[src/rtl/pipe_drain_buffer_pkg.sv]
`default_nettype none
// +----------------------------------------------------------------------+
// | pipe_drain_buffer_pkg : shared width helper and depth check constant  |
// | Revision 1.0                                                          |
// +----------------------------------------------------------------------+
package pipe_drain_buffer_pkg;

   localparam int c_default_depth = 8;

   function automatic int clog2(input int value);
      int r;
      r = 0;
      while ((1 << r) < value) r = r + 1;
      return r;
   endfunction

   function automatic bit is_pow2(input int value);
      return (value >= 2) && ((value & (value - 1)) == 0);
   endfunction

   localparam bit c_default_depth_ok = is_pow2(c_default_depth);

endpackage
`default_nettype wire

[src/rtl/pipe_drain_buffer_if.sv]
`default_nettype none
// +----------------------------------------------------------------------+
// | pipe_drain_buffer_if : issue credit, pipeline return and output bus   |
// | Revision 1.0                                                          |
// +----------------------------------------------------------------------+
interface pipe_drain_buffer_if #(
   parameter int C_DATA_WIDTH = 32,
   parameter int C_DEPTH      = 8
);
   import pipe_drain_buffer_pkg::*;

   localparam int c_cnt_w = clog2(C_DEPTH) + 1;

   logic                    issue_req;
   logic                    issue_ok;
   logic                    in_valid;
   logic [C_DATA_WIDTH-1:0] in_data;
   logic                    out_valid;
   logic                    out_ready;
   logic [C_DATA_WIDTH-1:0] out_data;
   logic [c_cnt_w-1:0]      occupancy;
   logic [c_cnt_w-1:0]      inflight;

   modport master (
      output issue_req, in_valid, in_data, out_ready,
      input  issue_ok, out_valid, out_data, occupancy, inflight
   );

   modport slave (
      input  issue_req, in_valid, in_data, out_ready,
      output issue_ok, out_valid, out_data, occupancy, inflight
   );

endinterface
`default_nettype wire

[src/rtl/pipe_drain_buffer_ram.sv]
`default_nettype none
// +----------------------------------------------------------------------+
// | pdb_ram : dual-port RAM, synchronous write, asynchronous read         |
// | Revision 1.0                                                          |
// +----------------------------------------------------------------------+
module pdb_ram
   import pipe_drain_buffer_pkg::*;
#(
   parameter int C_DATA_WIDTH = 32,
   parameter int C_DEPTH      = 8
) (
   input  wire logic                        clk,
   input  wire logic                        i_we,
   input  wire logic [clog2(C_DEPTH)-1:0]   i_waddr,
   input  wire logic [C_DATA_WIDTH-1:0]     i_wdata,
   input  wire logic [clog2(C_DEPTH)-1:0]   i_raddr,
   output      logic [C_DATA_WIDTH-1:0]     o_rdata
);

   logic [C_DATA_WIDTH-1:0] r_mem [C_DEPTH];

   always_ff @(posedge clk) begin
      if (i_we) r_mem[i_waddr] <= i_wdata;
   end

   assign o_rdata = r_mem[i_raddr];

endmodule
`default_nettype wire

[src/rtl/pipe_drain_buffer.sv]
`default_nettype none
// +----------------------------------------------------------------------+
// | pipe_drain_buffer : credit-gated FWFT buffer behind a fixed pipeline  |
// | Optional macro PIPE_DRAIN_BUFFER_ERR_EN adds sticky protocol err.     |
// | Revision 1.0                                                          |
// +----------------------------------------------------------------------+
module pipe_drain_buffer
   import pipe_drain_buffer_pkg::*;
#(
   parameter int C_DATA_WIDTH = 32,
   parameter int C_LATENCY    = 4,
   parameter int C_DEPTH      = 8
) (
   input  wire logic              clk,
   input  wire logic              rst_n,
`ifdef PIPE_DRAIN_BUFFER_ERR_EN
   output      logic              err,
`endif
   pipe_drain_buffer_if.slave     bus
);

   localparam int              c_aw   = clog2(C_DEPTH);
   localparam int              c_cw   = c_aw + 1;
   localparam logic [c_cw-1:0] c_full = c_cw'(C_DEPTH);

   generate
      if (!is_pow2(C_DEPTH)) begin : g_bad_depth
         $error("pipe_drain_buffer: C_DEPTH must be a power of two >= 2");
      end
      if (C_LATENCY < 0) begin : g_bad_latency
         $error("pipe_drain_buffer: C_LATENCY must be >= 0");
      end
   endgenerate

   logic [c_aw-1:0]         r_wr_ptr;
   logic [c_aw-1:0]         r_rd_ptr;
   logic [c_cw-1:0]         r_occ;
   logic [c_cw-1:0]         r_infl;
   logic [C_DATA_WIDTH-1:0] r_out_data;
   logic [C_DATA_WIDTH-1:0] w_next_head;

   logic w_fire, w_pop, w_overflow, w_underrun, w_push, w_ret, w_head_from_in;

   assign w_fire     = bus.issue_req & bus.issue_ok;
   assign w_pop      = bus.out_valid & bus.out_ready;
   assign w_overflow = bus.in_valid & (r_occ == c_full) & ~w_pop;
   assign w_underrun = bus.in_valid & (r_infl == '0);
   assign w_push     = bus.in_valid & ~w_overflow;
   assign w_ret      = bus.in_valid & ~w_overflow & ~w_underrun;

   // The incoming word becomes the head when nothing older survives this cycle.
   assign w_head_from_in = w_push & ((r_occ == '0) | (w_pop & (r_occ == c_cw'(1))));

   pdb_ram #(
      .C_DATA_WIDTH (C_DATA_WIDTH),
      .C_DEPTH      (C_DEPTH)
   ) u_ram (
      .clk     (clk),
      .i_we    (w_push),
      .i_waddr (r_wr_ptr),
      .i_wdata (bus.in_data),
      .i_raddr (r_rd_ptr + c_aw'(1)),
      .o_rdata (w_next_head)
   );

   always_ff @(posedge clk or negedge rst_n) begin
      if (!rst_n) begin
         r_wr_ptr   <= '0;
         r_rd_ptr   <= '0;
         r_occ      <= '0;
         r_infl     <= '0;
         r_out_data <= '0;
      end else begin
         if (w_push) r_wr_ptr <= r_wr_ptr + c_aw'(1);
         if (w_pop)  r_rd_ptr <= r_rd_ptr + c_aw'(1);

         case ({w_push, w_pop})
            2'b10:   r_occ <= r_occ + c_cw'(1);
            2'b01:   r_occ <= r_occ - c_cw'(1);
            default: r_occ <= r_occ;
         endcase

         case ({w_fire, w_ret})
            2'b10:   r_infl <= r_infl + c_cw'(1);
            2'b01:   r_infl <= r_infl - c_cw'(1);
            default: r_infl <= r_infl;
         endcase

         // Registered head keeps its last value once the buffer drains.
         if (w_head_from_in)
            r_out_data <= bus.in_data;
         else if (w_pop && (r_occ > c_cw'(1)))
            r_out_data <= w_next_head;
      end
   end

   assign bus.issue_ok  = ({1'b0, r_occ} + {1'b0, r_infl}) < {1'b0, c_full};
   assign bus.out_valid = (r_occ != '0);
   assign bus.out_data  = r_out_data;
   assign bus.occupancy = r_occ;
   assign bus.inflight  = r_infl;

`ifdef PIPE_DRAIN_BUFFER_ERR_EN
   logic r_err;

   always_ff @(posedge clk or negedge rst_n) begin
      if (!rst_n) r_err <= 1'b0;
      else        r_err <= r_err | w_overflow | w_underrun;
   end

   assign err = r_err;
`endif

endmodule
`default_nettype wire
[src/flat_wrapper.sv]
// flat-port wrapper written by rule: the top's interface ports become plain ports
module pipe_drain_buffer_flat import pipe_drain_buffer_pkg::*;
#(
   parameter int C_DATA_WIDTH = 32,
   parameter int C_LATENCY    = 4,
   parameter int C_DEPTH      = 8
)
  (clk, rst_n, bus_issue_req, bus_in_valid, bus_in_data, bus_out_ready, bus_issue_ok, bus_out_valid, bus_out_data, bus_occupancy, bus_inflight);
  pipe_drain_buffer_if #(.C_DATA_WIDTH(C_DATA_WIDTH), .C_DEPTH(C_DEPTH)) bus_i ();
  input  wire logic clk;
  input  wire logic rst_n;
  input wire logic [$bits(bus_i.issue_req)-1:0] bus_issue_req;
  input wire logic [$bits(bus_i.in_valid)-1:0] bus_in_valid;
  input wire logic [$bits(bus_i.in_data)-1:0] bus_in_data;
  input wire logic [$bits(bus_i.out_ready)-1:0] bus_out_ready;
  output wire logic [$bits(bus_i.issue_ok)-1:0] bus_issue_ok;
  output wire logic [$bits(bus_i.out_valid)-1:0] bus_out_valid;
  output wire logic [$bits(bus_i.out_data)-1:0] bus_out_data;
  output wire logic [$bits(bus_i.occupancy)-1:0] bus_occupancy;
  output wire logic [$bits(bus_i.inflight)-1:0] bus_inflight;
  assign bus_i.issue_req = bus_issue_req;
  assign bus_i.in_valid = bus_in_valid;
  assign bus_i.in_data = bus_in_data;
  assign bus_i.out_ready = bus_out_ready;
  assign bus_issue_ok = bus_i.issue_ok;
  assign bus_out_valid = bus_i.out_valid;
  assign bus_out_data = bus_i.out_data;
  assign bus_occupancy = bus_i.occupancy;
  assign bus_inflight = bus_i.inflight;
  pipe_drain_buffer #(.C_DATA_WIDTH(C_DATA_WIDTH), .C_LATENCY(C_LATENCY), .C_DEPTH(C_DEPTH)) u_core (.clk(clk), .rst_n(rst_n), .bus(bus_i));
endmodule
[config.mk]
export PLATFORM = sky130hd
export DESIGN_NAME = pipe_drain_buffer_flat
export DESIGN_NICKNAME = d
export VERILOG_FILES = /design/src/rtl/pipe_drain_buffer_pkg.sv /design/src/rtl/pipe_drain_buffer_if.sv /design/src/rtl/pipe_drain_buffer_ram.sv /design/src/rtl/pipe_drain_buffer.sv /design/src/flat_wrapper.sv
export SDC_FILE = /design/constraint.sdc
export NUM_CORES = 1
export LEC_CHECK = 0
export ABC_CLOCK_PERIOD_IN_PS = 7000
export CELL_PAD_IN_SITES_DETAIL_PLACEMENT = 1
export CELL_PAD_IN_SITES_GLOBAL_PLACEMENT = 1
export CORE_MARGIN = 8
export CORE_UTILIZATION = 25
export DETAILED_ROUTE_END_ITERATION = 16
export PLACE_DENSITY = 0.47
export SYNTH_ARGS = -nofsm -noshare
export SYNTH_HDL_FRONTEND = slang
export SYNTH_HIERARCHICAL = 1
export SYNTH_SLANG_ARGS = --single-unit
[constraint.sdc]
create_clock -name clk -period 7 [get_ports clk]
set_input_delay 1.75 -clock clk [delete_from_list [all_inputs] [get_ports clk]]
set_output_delay 1.75 -clock clk [all_outputs]
set_load 0.01 [all_outputs]
Word-level counts from Yosys, hierarchy flattened
Memory sizes are Yosys's and may differ from the RTL's.
Index checks and enable logic that the tools add are counted.
{"block": "totals", "out_inout_bits": 42, "in_bits": 37, "mem_count": 1, "regBits": 46, "elab_cells": 47, "ramBits": 256}
{"name": "u_core.u_ram.r_mem", "depth": 8, "width": 32, "rd": 1, "rd_ports_with_merged_regs": 0, "wr": 1, "line_no": "pipe_drain_buffer_ram.sv:20", "text": "logic [C_DATA_WIDTH-1:0] r_mem [C_DEPTH];"}
{"block": "classes", "reduce_logical": 7, "n_bitwise": 13, "n_eq_ne": 6, "add_sub_neg": 7, "magnitude_cmp": 2, "mux": 6}
{"operator": "32-bit two-way mux", "count": 2}
{"operator": "4-bit one-hot mux with 2 select lines", "count": 2}
{"operator": "1-bit bitwise AND", "count": 9}
{"operator": "4-bit by 1-bit adder with 4-bit output (second input constant)", "count": 2}
{"operator": "4-bit logical NOT", "count": 2}
{"operator": "4-bit by 1-bit subtractor with 4-bit output (second input constant)", "count": 2}
{"operator": "3-bit by 1-bit adder with 3-bit output (second input constant)", "count": 2}
{"operator": "2-bit nonzero test", "count": 3}
{"operator": "4-bit by 4-bit adder with 5-bit output", "count": 1}
{"operator": "5-bit by 4-bit less-than comparator with 1-bit output (second input constant)", "count": 1}
{"operator": "2-bit by 1-bit equality test with 1-bit output (second input constant)", "count": 2}
{"operator": "2-bit equality test (second input constant)", "count": 2}
{"operator": "4-bit by 1-bit equality test with 1-bit output (second input constant)", "count": 1}
{"operator": "4-bit equality test (second input constant)", "count": 1}
{"operator": "4-bit by 1-bit greater-than comparator with 1-bit output (second input constant)", "count": 1}
{"operator": "4-bit nonzero test", "count": 1}
{"operator": "1-bit NOT", "count": 3}
{"operator": "1-bit two-way mux", "count": 2}
{"operator": "1-bit logical AND", "count": 1}
{"operator": "1-bit OR", "count": 1}

Depth between registers and ports, before layout
{"block": "depth", "ltp_word": 9, "ltp_mapped": 11, "mapped_depth_nobuf": 11}

Cells and area by module
The synthesis kept the hierarchy.
{"mod": "pdb_ram", "seq_area_each_um2": 7687.4, "cells_each": 383, "n_inst": 1, "area_each_um2": 9825.7}
{"mod": "pipe_drain_buffer", "seq_area_each_um2": 1151.1, "cells_each": 232, "n_inst": 1, "area_each_um2": 2491.1}

Least setup slack after synthesis
No wires, ideal clock.
{"block": "synth_path", "kind": "input to register", "start": "in bus_out_ready", "end": "mem u_core.u_ram.r_mem[0][0], enable pin", "setup_ns": 0.461, "required_ns": 6.539, "arrival_ns": 4.694, "path_stages": 6, "slack_ns": 1.845, "cell_sequence": "buf_2 > nand4bb_1 > nand2_1 > inv_1 > nand2b_1 > nor3_1"}
{"block": "synth_via", "elab_chain_cells": 7}
{"element": "start: declaration", "line_no": "flat_wrapper.sv:15", "text": "input wire logic [$bits(bus_i.out_ready)-1:0] bus_out_ready;"}
{"element": "1-bit bitwise AND", "line_no": "pipe_drain_buffer.sv:45", "text": "assign w_pop = bus.out_valid & bus.out_ready;"}
{"element": "1-bit NOT", "line_no": "pipe_drain_buffer.sv:46", "text": "assign w_overflow = bus.in_valid & (r_occ == c_full) & ~w_pop;"}
{"element": "1-bit bitwise AND", "line_no": "pipe_drain_buffer.sv:46"}
{"element": "1-bit NOT", "line_no": "pipe_drain_buffer.sv:48", "text": "assign w_push = bus.in_valid & ~w_overflow;"}
{"element": "1-bit bitwise AND", "line_no": "pipe_drain_buffer.sv:48"}
{"element": "net u_core.w_push", "line_no": "pipe_drain_buffer.sv:42", "text": "logic w_fire, w_pop, w_overflow, w_underrun, w_push, w_ret, w_head_from_in;"}
{"element": "1-bit two-way mux", "line_no": "pipe_drain_buffer_ram.sv:23", "text": "if (i_we) r_mem[i_waddr] <= i_wdata;"}
{"element": "1-bit two-way mux (not written as such)", "line_no": "pipe_drain_buffer_ram.sv:23"}
{"element": "end: declaration", "line_no": "pipe_drain_buffer_ram.sv:20"}
The timed path passes the listed nets, and every way through them passes these cells.

Worst setup path in the final report
{"block": "layout_path", "start": "reg u_core.r_occ[1] (netlist: u_core/bus.occupancy[1])", "end": "out bus_issue_ok"}
{"block": "layout_via", "elab_chain_cells": 2}
{"element": "start: declaration", "line_no": "pipe_drain_buffer.sv:37", "text": "logic [c_cw-1:0] r_occ;"}
{"element": "start signal: assignment", "line_no": "pipe_drain_buffer.sv:78", "text": "2'b10: r_occ <= r_occ + c_cw'(1);"}
{"element": "start signal: assignment", "line_no": "pipe_drain_buffer.sv:79", "text": "2'b01: r_occ <= r_occ - c_cw'(1);"}
{"element": "start signal: assignment", "line_no": "pipe_drain_buffer.sv:80", "text": "default: r_occ <= r_occ;"}
{"element": "4-bit by 4-bit adder with 5-bit output", "line_no": "pipe_drain_buffer.sv:97", "text": "assign bus.issue_ok = ({1'b0, r_occ} + {1'b0, r_infl}) < {1'b0, c_full};"}
{"element": "5-bit by 4-bit less-than comparator with 1-bit output", "line_no": "pipe_drain_buffer.sv:97"}
{"element": "end: declaration", "line_no": "flat_wrapper.sv:16", "text": "output wire logic [$bits(bus_i.issue_ok)-1:0] bus_issue_ok;"}
Every way passes these cells.

==> results.md <==
- Internal Power: 4.63 mW
- ANT cells: 0
- Crit share post-route: 64.9%
- Layout area overhead: 21.2%
- Critical path's largest stage delay: 670 ps
- Ys async rst share: 15.2%
- Post-CTS setup buffer count: 0
- Post-synth EDFFs: 256
- Crit Path Max Fanout: 9
- Avg WL per Cell: 20.1 um
- Routability congestion estimate: 0.689
- Share of layout cells above drive strength 1: 18.5%
- Row cnt: 81
- Worst hold path class: reg -> reg
- Worst path arrival time: 2800 ps
- Syn Inst Count: 615
- Die W: 238 um
- Netlist cell types: 44
- Initial drt markers: 251
- Clk Latency, worst-skew pair: 520 ps
- Via count: 5971
- Vias per cell: 4.26
- Global-route usage over all layers: 9.95%
- Tmin final: 4550 ps
- Total Wirelength: 28.2 mm
- CP max stage cell: clkdlybuf4s50_1
- Power per Cell Area: 452 nW/um^2
- IO buf count: 78
- Die Y: 238 um
- Grt total ovfl: 0
- Element type at the critical path end: output pin
- Clock slew at reported path FFs: 60 ps
- Worst VDD drop: 0.193 mV
- Vias in the first global route: 6800
- Tightest Pin Transition: 1140 ps
- Final hold viol count: 0
- Outcome: finished clean
- Highest clock rate: 220 MHz
- Die footprint: 56600 um^2
- Initial Util: 25.3%
- Yosys reg bits: 302
- Antenna-violating nets left: 0
- Post-CTS resize count: 0
- First-pass GRT wire length: 43.0 mm
- First-pass detailed-route iteration total: 4
- Req. time, crit path: 5250 ps
- Layout Skew: 18.8 ps
- Final #Nets: 758
- Ys flop type: edfxtp_1
- Setup violations, final: 0
- Cts hold-fix bufs: 0
- Final WS setup: 2450 ps
- TNS Setup: 0 ps
- Cell chain of the critical path: ha_1 -> a31o_2 -> a2111oi_0 -> clkdlybuf4s50_1
- CTS buffer count: 36
- Hold WS: 488 ps
- Max cap viols: 0
- I/O pin cnt: 79
- Clock share of power: 26.1%
- Largest net degree at the start of global routing: 65
- Clock Sinks: 302
- Sw frac: 31.5%
- # DRC: 0
- Root buffer cell: clkbuf_16
- Logic pwr share: 36.6%
- Netlist Area Pre-Place: 12300 um^2
- Synth Net Count: 664
- Clock Tree Buf Depth: 3
- Final HPWL DP: 17.2 mm
- LEAKAGE: 5.08 nW
- Sw power: 2.12 mW
- Core Footprint: 48700 um^2
- Syn_area_per_cell: 20.0 um^2
- Reg power frac: 37.3%
- # H-tree levels: 2
- CTS tree: built
- Sequential area share after synthesis: 71.8%
- Startpoint Class: flip-flop
- RSZ-0062 raised after global routing: no
- Yosys warns: 6
- Max-slew violation count: 0
- Pre-CTS setup slack: 2240 ps
- Slew margin rel.: 23.5%
- Final design utilization: 30.6%
- Initial antenna violation count: 0
- WS Path Type: reg -> out
-- sequential cells by signal (all words and copies together), names as in the netlist --
signal	cells
u_core/u_ram/r_mem	256
u_core/bus.out_data	32
u_core/bus.inflight	4
u_core/bus.occupancy	4
u_core/r_rd_ptr	3
u_core/r_wr_ptr	3
-- cell type report --
class | instances | area [um^2]
fillers | 4894 | 33800
flip-flops and latches | 302 | 8840
multi-input cells | 273 | 3260
clock buffers | 46 | 960
repair buffers | 88 | 851
well taps | 664 | 831
clock inverters | 20 | 163
inverters | 8 | 32.5
-- placed cells by master, fill, tap and decap left out, types with 3 or more instances in the layout --
| cell type | n |
|---|---|
| edfxtp_1 | 256 |
| clkdlybuf4s50_1 | 77 |
| dfrtp_1 | 46 |
| mux4_1 | 40 |
| clkbuf_16 | 37 |
| nor2_1 | 36 |
| mux2i_1 | 34 |
| a21oi_1 | 34 |
| mux2_2 | 33 |
| mux4_2 | 24 |
| nand2_1 | 12 |
| ha_1 | 10 |
| buf_4 | 10 |
| clkbuf_1 | 9 |
| clkinv_2 | 7 |
| inv_1 | 7 |
| xnor2_1 | 6 |
| nor2_4 | 6 |
| clkinv_1 | 5 |
| inv_6 | 3 |
| clkinvlp_4 | 3 |
| nand2b_1 | 3 |
-- final timing paths --
| path | startpoint | end | slack [ps] | cells after the start |
|---|---|---|---|---|
| setup reg to reg | u_core/bus.occupancy[1]$_DFFE_PN0P_ | u_core/bus.inflight[3]$_DFFE_PN0P_ | 3410 | 10 |
| setup / recovery | u_core/bus.occupancy[1]$_DFFE_PN0P_ | bus_issue_ok | 2450 | 4 |
| hold reg to reg | u_core/r_wr_ptr[2]$_DFFE_PN0P_ | u_core/r_wr_ptr[2]$_DFFE_PN0P_ | 490 | 1 |
| min in group asynchronous | rst_n | u_core/bus.out_data[7]$_DFFE_PN0P_ | 1410 | 2 |
| max in group asynchronous | rst_n | u_core/bus.out_data[0]$_DFFE_PN0P_ | 5060 | 2 |
| hold / removal | u_core/r_wr_ptr[2]$_DFFE_PN0P_ | u_core/r_wr_ptr[2]$_DFFE_PN0P_ | 490 | 1 |
-- layer usage --
metal / up-vias / GRT usage, % / wire length [um]
li1: 2702 / - / -
met1: 3125 / 12.5 / 12500
met2: 102 / 17.2 / 14100
met3: 42 / 2.05 / 1030
met4: 0 / 2.92 / 563
met5: - / 0 / 0
-- critical path: cells and delay by family, from the launching register on --
family / cells / cell delay, ps
AO/OA/AOI/OAI: 2 / 790
flip-flops: 1 / 490
buffers and inverters: 1 / 670
adder cells (fa/ha/maj): 1 / 330
-- cells in the mapped netlist, types with 3 or more instances --
cell | count | share of area, %
buf_2 | 9 | 0.37
nand2_1 | 12 | 0.37
ha_1 | 11 | 1.1
xnor2_1 | 6 | 0.43
mux4_2 | 24 | 4.4
buf_8 | 3 | 0.37
buf_1 | 4 | 0.12
xor2_1 | 3 | 0.21
a21oi_1 | 34 | 1.4
mux2_2 | 33 | 3.0
edfxtp_1 | 256 | 62
mux4_1 | 40 | 8.5
nor2_1 | 42 | 1.3
mux2i_1 | 34 | 2.8
nand2b_1 | 3 | 0.15
dfrtp_1 | 46 | 9.3
inv_1 | 8 | 0.24
buf_6 | 14 | 1.3
-- power groups by stage --
stage                     clock network, mW  logic [mW]  registers [mW]
after floorplan                           0        1.67            2.55
after global placement                    0        2.49            2.54
after detailed placement                  0        2.56            2.56
after CTS                              1.84        2.57            2.53
after global routing                   1.90        2.71            2.56
final                                  1.77        2.47            2.52
-- logic make-up (layout without fill, tap and decap cells) --
family                   count (synthesis)  count (layout)  synth area share (%)
flip-flops                             302             302                  71.8
multiplexers                           131             131                  18.7
AND/OR/NAND/NOR                         71              71                  2.62
AO/OA/AOI/OAI                           50              50                  2.56
buffers and inverters                   40             162                  2.44
adder cells (fa/ha/maj)                 12              12                  1.28
XOR/XNOR                                 9               9                 0.640
-- through the flow --
stage | instances | power [mW] | area [um^2]
after CTS | 1401 | 6.94 | 14900
after global routing | 1401 | 7.17 | 14900
after floorplan | 615 | 4.22 | 12300
after detailed placement | 1335 | 5.12 | 13800
after global placement | 1335 | 5.04 | 13800
final | 1401 | 6.75 | 14900
No activity file was read; power rests on OpenSTA's default activity.
